[src/rtl/monim_axil_ctl.sv]
`default_nettype none
// +-----------------------------------------------------------------------------+
// | monim_axil_ctl : AXI4-Lite responder with CTL_1/CTL_2 control words,        |
// |                  P_SM_1/P_SM_2 readback and a constant ID register.          |
// | Optional: MONIM_CTL_SNAP_EN (coherent P_SM_1/P_SM_2 snapshot).              |
// | Revision: 1.0                                                               |
// +-----------------------------------------------------------------------------+
module monim_axil_ctl #(
  parameter int          ADDR_W    = 8,
  parameter logic [31:0] ID_VALUE  = 32'h4D4F_4E31,
  parameter logic [31:0] CTL_1_RST = 32'h0,
  parameter logic [31:0] CTL_2_RST = 32'h0
) (
  input  logic              clk_i,
  input  logic              arst_i,
  input  logic [ADDR_W-1:0] s_awaddr_i,
  input  logic              s_awvalid_i,
  output logic              s_awready_o,
  input  logic [31:0]       s_wdata_i,
  input  logic [3:0]        s_wstrb_i,
  input  logic              s_wvalid_i,
  output logic              s_wready_o,
  output logic [1:0]        s_bresp_o,
  output logic              s_bvalid_o,
  input  logic              s_bready_i,
  input  logic [ADDR_W-1:0] s_araddr_i,
  input  logic              s_arvalid_i,
  output logic              s_arready_o,
  output logic [31:0]       s_rdata_o,
  output logic [1:0]        s_rresp_o,
  output logic              s_rvalid_o,
  input  logic              s_rready_i,
  input  logic [31:0]       p_sm_1_i,
  input  logic [31:0]       p_sm_2_i,
  output logic [31:0]       ctl_1_o,
  output logic [31:0]       ctl_2_o,
  output logic              ctl_upd_o
);

  localparam logic [0:0] W_IDLE = 1'b0;
  localparam logic [0:0] W_RESP = 1'b1;
  localparam logic [0:0] R_IDLE = 1'b0;
  localparam logic [0:0] R_DATA = 1'b1;

  localparam logic [2:0] IDX_CTL_1 = 3'd0;
  localparam logic [2:0] IDX_CTL_2 = 3'd1;
  localparam logic [2:0] IDX_P_SM_1 = 3'd2;
  localparam logic [2:0] IDX_P_SM_2 = 3'd3;
  localparam logic [2:0] IDX_ID = 3'd4;

  localparam logic [1:0] RESP_OKAY   = 2'b00;
  localparam logic [1:0] RESP_SLVERR = 2'b10;

  function automatic logic [31:0] apply_strb(input logic [31:0] old_val,
                                             input logic [31:0] new_val,
                                             input logic [3:0]  strb);
    logic [31:0] res;
    res = old_val;
    for (int b = 0; b < 4; b++) begin
      if (strb[b]) res[8*b +: 8] = new_val[8*b +: 8];
    end
    return res;
  endfunction

  // ---------------------------------------------------------------- write side
  logic [0:0]  w_state_q, w_state_d;
  logic        aw_held_q, w_held_q;
  logic [2:0]  aw_idx_q;
  logic [31:0] wdata_q;
  logic [3:0]  wstrb_q;
  logic [31:0] ctl_1_q, ctl_2_q;
  logic [1:0]  bresp_q;
  logic        ctl_upd_q;

  logic        aw_hs, w_hs, wr_fire, wr_ok;
  logic [2:0]  wr_idx;
  logic [31:0] wr_data;
  logic [3:0]  wr_strb;

  always_ff @(posedge clk_i or posedge arst_i) begin
    if (arst_i) w_state_q <= W_IDLE;
    else        w_state_q <= w_state_d;
  end

  always_comb begin
    w_state_d = w_state_q;
    case (w_state_q)
      W_IDLE:  if (wr_fire) w_state_d = W_RESP;
      W_RESP:  if (s_bready_i) w_state_d = W_IDLE;
      default: w_state_d = W_IDLE;
    endcase
  end

  always_comb begin
    s_awready_o = (w_state_q == W_IDLE) && !aw_held_q;
    s_wready_o  = (w_state_q == W_IDLE) && !w_held_q;
    s_bvalid_o  = (w_state_q == W_RESP);
  end

  // A channel handshaking this cycle counts as held, so the commit happens on
  // the edge that completes the pair rather than one cycle later.
  always_comb begin
    aw_hs   = s_awvalid_i && s_awready_o;
    w_hs    = s_wvalid_i && s_wready_o;
    wr_fire = (w_state_q == W_IDLE) && (aw_held_q || aw_hs) && (w_held_q || w_hs);
    wr_idx  = aw_held_q ? aw_idx_q : s_awaddr_i[4:2];
    wr_data = w_held_q ? wdata_q : s_wdata_i;
    wr_strb = w_held_q ? wstrb_q : s_wstrb_i;
    wr_ok   = (wr_idx == IDX_CTL_1) || (wr_idx == IDX_CTL_2);
  end

  always_ff @(posedge clk_i or posedge arst_i) begin
    if (arst_i) begin
      aw_held_q <= 1'b0;
      w_held_q  <= 1'b0;
      aw_idx_q  <= 3'd0;
      wdata_q   <= 32'd0;
      wstrb_q   <= 4'd0;
    end else if (wr_fire) begin
      aw_held_q <= 1'b0;
      w_held_q  <= 1'b0;
    end else begin
      if (aw_hs) begin
        aw_held_q <= 1'b1;
        aw_idx_q  <= s_awaddr_i[4:2];
      end
      if (w_hs) begin
        w_held_q <= 1'b1;
        wdata_q  <= s_wdata_i;
        wstrb_q  <= s_wstrb_i;
      end
    end
  end

  always_ff @(posedge clk_i or posedge arst_i) begin
    if (arst_i) begin
      ctl_1_q   <= CTL_1_RST;
      ctl_2_q   <= CTL_2_RST;
      bresp_q   <= RESP_OKAY;
      ctl_upd_q <= 1'b0;
    end else begin
      ctl_upd_q <= wr_fire && wr_ok;
      if (wr_fire) begin
        bresp_q <= wr_ok ? RESP_OKAY : RESP_SLVERR;
        if (wr_idx == IDX_CTL_1) ctl_1_q <= apply_strb(ctl_1_q, wr_data, wr_strb);
        if (wr_idx == IDX_CTL_2) ctl_2_q <= apply_strb(ctl_2_q, wr_data, wr_strb);
      end
    end
  end

  assign s_bresp_o = bresp_q;
  assign ctl_1_o   = ctl_1_q;
  assign ctl_2_o   = ctl_2_q;
  assign ctl_upd_o = ctl_upd_q;

  // ----------------------------------------------------------------- read side
  logic [0:0]  r_state_q, r_state_d;
  logic [31:0] rdata_q, rd_data, p_sm_2_sel;
  logic [1:0]  rresp_q, rd_resp;
  logic        ar_hs;

  always_ff @(posedge clk_i or posedge arst_i) begin
    if (arst_i) r_state_q <= R_IDLE;
    else        r_state_q <= r_state_d;
  end

  always_comb begin
    r_state_d = r_state_q;
    case (r_state_q)
      R_IDLE:  if (s_arvalid_i) r_state_d = R_DATA;
      R_DATA:  if (s_rready_i) r_state_d = R_IDLE;
      default: r_state_d = R_IDLE;
    endcase
  end

  always_comb begin
    s_arready_o = (r_state_q == R_IDLE);
    s_rvalid_o  = (r_state_q == R_DATA);
  end

  assign ar_hs = s_arvalid_i && s_arready_o;

`ifdef MONIM_CTL_SNAP_EN
  logic [31:0] snap_q;

  always_ff @(posedge clk_i or posedge arst_i) begin
    if (arst_i)                                         snap_q <= 32'd0;
    else if (ar_hs && s_araddr_i[4:2] == IDX_P_SM_1)    snap_q <= p_sm_2_i;
  end

  assign p_sm_2_sel = snap_q;
`else
  assign p_sm_2_sel = p_sm_2_i;
`endif

  // Control registers are read before this edge's write lands, so a colliding
  // read returns the pre-write value.
  always_comb begin
    rd_data = 32'd0;
    rd_resp = RESP_OKAY;
    case (s_araddr_i[4:2])
      IDX_CTL_1:  rd_data = ctl_1_q;
      IDX_CTL_2:  rd_data = ctl_2_q;
      IDX_P_SM_1: rd_data = p_sm_1_i;
      IDX_P_SM_2: rd_data = p_sm_2_sel;
      IDX_ID:     rd_data = ID_VALUE;
      default:    rd_resp = RESP_SLVERR;
    endcase
  end

  always_ff @(posedge clk_i or posedge arst_i) begin
    if (arst_i) begin
      rdata_q <= 32'd0;
      rresp_q <= RESP_OKAY;
    end else if (ar_hs) begin
      rdata_q <= rd_data;
      rresp_q <= rd_resp;
    end
  end

  assign s_rdata_o = rdata_q;
  assign s_rresp_o = rresp_q;

  logic unused_addr_bits;
  assign unused_addr_bits = ^{s_awaddr_i, s_araddr_i};

endmodule
`default_nettype wire

[config.mk]
export PLATFORM = sky130hd
export DESIGN_NAME = monim_axil_ctl
export DESIGN_NICKNAME = d
export VERILOG_FILES = /design/src/rtl/monim_axil_ctl.sv
export SDC_FILE = /design/constraint.sdc
export NUM_CORES = 1
export LEC_CHECK = 0
export CAP_MARGIN = 15
export CORE_MARGIN = 2
export CORE_UTILIZATION = 42
export DETAILED_ROUTE_END_ITERATION = 10
export PLACE_DENSITY_LB_ADDON = 0.08
export SLEW_MARGIN = 0
export SYNTH_ARGS = -nofsm -noshare
export SYNTH_HDL_FRONTEND = slang
export SYNTH_SLANG_ARGS = --single-unit
[constraint.sdc]
create_clock -name clk_i -period 4.8 [get_ports clk_i]
set_input_delay 0.96 -clock clk_i [delete_from_list [all_inputs] [get_ports clk_i]]
set_output_delay 0.96 -clock clk_i [all_outputs]
set_load 0.05 [all_outputs]
==> flow_summary.json <==
{
  "ioPinCount": 229,
  "path_max_fanout": 8,
  "synth_top_family_by_area": "multiplexers",
  "critPathLaunchType": "flop",
  "regToRegSetupSlack_ns": 2.48,
  "worstHoldPathType": "reg -> reg",
  "drt_iter0_drc": 182,
  "synth-simple-area-share_pct": 5.80,
  "grt_max_degree": 69,
  "cts_tree": "built",
  "synth_edf_count": 0,
  "antenna_left": 0,
  "maxSlewHeadroom_pct": 32.1,
  "power_density_nw_per_um2": 668,
  "synth.largest_area_cell": "dfrtp_1",
  "io_buffers": 216,
  "start_util_pct": 42.9,
  "clockRootBuffer": "clkbuf_16",
  "via_count": 5027,
  "ir_drop_mv": 0.314,
  "rsz0062_at_grt": "false",
  "worst_slew_pin_slew_ns": 1.02,
  "antenna_found_initial": 1,
  "cp.arrival_ns": 1.86,
  "grt_overflow": 0,
  "layout_common_cells": "214 x clkdlybuf4s50_1, 143 x mux2_2, 141 x dfrtp_1",
  "synth_xor_area_share_pct": 0,
  "top_layer": "met5",
  "dr.pass1.iters": 4,
  "post_cts_resize_count": 0,
  "drive_above_1_share_pct": 31.4,
  "wirelength_mm": 19.3,
  "hold_path_end": "s_rdata_o[19]$_DFFE_PP0P_",
  "hold-path-cell-count": 2,
  "wl_met1_mm": 8.12,
  "critical_path_class": "reg -> out",
  "holdWs_ns": 0.479,
  "hold_buffers": 0,
  "cp-end-kind": "output port",
  "drc": 0,
  "clkTransAtPathRegs_ns": 0.06,
  "finalSetupViolCount": 0,
  "insertion_delay_ns": 0.42,
  "diodes": 0,
  "crit_path_top_delay_cell": "clkdlybuf4s50_1",
  "syn_avg_cell_area_um2": 14.0,
  "fin_util_pct": 61.7,
  "max_cap_viol_count": 0,
  "htree_levels": 4,
  "cts-buffers-inserted": 17,
  "cts.sinks": 142,
  "rr_startpoint": "w_held_q$_DFFE_PP0P_",
  "slew_viol_final": 0,
  "synth_top_cells_by_area": "dfrtp_1 52%, mux2_2 24%, mux4_2 5.3%",
  "rr_endpoint": "ctl_1_o[15]$_DFFE_PP0P_",
  "worstRegToRegCells": 4,
  "place_congestion": 0.780,
  "required_ns": 3.84,
  "row_count": 46,
  "crit_path_max_incr_delay_ns": 0.81,
  "syn_to_final_growth_pct": 43.9,
  "core_area_um2": 15800,
  "post_drt_wl_per_cell_um": 20.8,
  "dp_cells": 898,
  "finalCriticalPeriod_ns": 2.82,
  "fin_tns_setup_ns": 0,
  "synth_fa_ha_area_share_pct": 0,
  "layout_commonest_cell": "clkdlybuf4s50_1",
  "p_leak_nw": 4.07,
  "critPathTopFamily": "buffers and inverters",
  "place_hpwl_mm": 13.6,
  "grt_pass1_vias": 5570,
  "grt_pass1_wl_mm": 31.1,
  "period_share_pct": 58.9,
  "synth-async-reset-ratio_pct": 100,
  "clock_skew_ns": 0.00647,
  "synth-compound-area-share_pct": 8.68,
  "wl_met3_mm": 1.40,
  "cp_num_buf_inv": 1,
  "yosysSeqAreaShare_pct": 52.3,
  "die_h_um": 131,
  "synth_ff_type": "dfrtp_1",
  "synth_top_area_share_pct": 52.3,
  "routed-wl-met2_mm": 9.60,
  "die_w_um": 131,
  "postCtsSetupBuffers": 0,
  "yosysWarnings": 0,
  "status": "completed",
  "hold_violations": 0,
  "min-delay-start": "s_rdata_o[19]$_DFFE_PP0P_",
  "yosysUniqueCellTypes": 41,
  "synth_seq_cells": 142,
  "avgViaCountPerCell": 5.41,
  "fin_cells": 930,
  "die_area_um2": 17200,
  "crit_chain": "nor2_1 > clkdlybuf4s50_1",
  "synthCells": 486,
  "synth_area_um2": 6790,
  "max_freq_mhz": 354,
  "clockBufferDepth": 2,
  "nets": 824,
  "yosys-mux-area-fraction_pct": 30.7,
  "grt_usage_pct": 23.4
}
==> synth_stat cells (4+ instances only) <==
library cell and count:
nand3_2 4, mux2_2 143, o221ai_1 6, nand2_1 13, a22oi_1 6, nor2b_1 6
clkbuf_1 16, nand2b_1 5, buf_2 12, mux2_1 4, mux2i_1 7, o21ai_0 9
nor3b_4 5, o21a_1 8, a22o_1 20, nand3_1 4, nor2_1 9, mux4_2 16
nor3_1 4, dfrtp_1 142, a21oi_1 11
==> worst reg2reg max path, delay by kind of cell (launching register included) <==
family | cells | cell delay (ns)
muxes | 2 | 0.73
and+or+nand+nor | 1 | 0.56
buffers and inverters | 1 | 0.51
DFF | 1 | 0.40
==> sequential cells by signal, summed over array words and instances, names as in the netlist <==
signal,count
aw_idx_q,3
s_rresp_o,1
ctl_upd_o,1
s_bvalid_o,1
wdata_q,32
s_bresp_o,1
aw_held_q,1
ctl_2_o,32
w_held_q,1
ctl_1_o,32
s_rvalid_o,1
wstrb_q,4
s_rdata_o,32
==> where the power goes <==
group	switching (W)	total, W	internal [W]
Sequential	0.000341	0.00203	0.00169
Combinational	0.00184	0.00314	0.00130
Clock	0.000534	0.00136	0.000824
Total	0.00271	0.00653	0.00382
==> worst max path at each step <==
stage / end / depth (start not counted) / from
after floorplan: aw_held_q$_DFFE_PP0P_ / 1 / arst_i
after global placement: ctl_1_o[10]$_DFFE_PP0P_ / 5 / s_awaddr_i[3]
after detailed placement: ctl_1_o[15]$_DFFE_PP0P_ / 5 / s_awaddr_i[3]
after CTS: s_awready_o / 2 / aw_held_q$_DFFE_PP0P_
after global routing: s_awready_o / 2 / aw_held_q$_DFFE_PP0P_
final: s_awready_o / 2 / aw_held_q$_DFFE_PP0P_
==> cell type report <==
| type | count | area [µm²] |
|---|---|---|
| Clock buffer | 17 | 425 |
| Clock inverter | 15 | 186 |
| Fill cell | 1234 | 6050 |
| Inverter | 4 | 20.0 |
| Multi-Input combinational cell | 309 | 3080 |
| Sequential cell | 142 | 3550 |
| Tap cell | 216 | 270 |
| Timing Repair Buffer | 227 | 2230 |
==> per-stage QoR <==
stage | total power, W | cell area, µm² | setup slack [ns]
2_1_floorplan | 0.00413 | 6800 | 0.0304
3_3_place_gp | 0.00513 | 9160 | 1.75
3_5_place_dp | 0.00521 | 9160 | 1.69
4_1_cts | 0.00659 | 9770 | 1.96
5_1_grt | 0.00684 | 9770 | 1.91
6_report | 0.00653 | 9770 | 1.98
==> cells by family after synthesis <==
group | count (synthesis)
multiplexers | 170
AND/OR/NAND/NOR | 60
buffers and inverters | 36
other | 1
flip-flops | 142
AO/OA/AOI/OAI | 77
==> routing by layer <==
layer / global-route usage, % / vias up
met4: 5.68 / 2
met2: 39.1 / 176
met3: 7.87 / 15
met1: 29.4 / 2581
li1: - / 2253
met5: 0 / -
(Power assumes the default switching activity.)
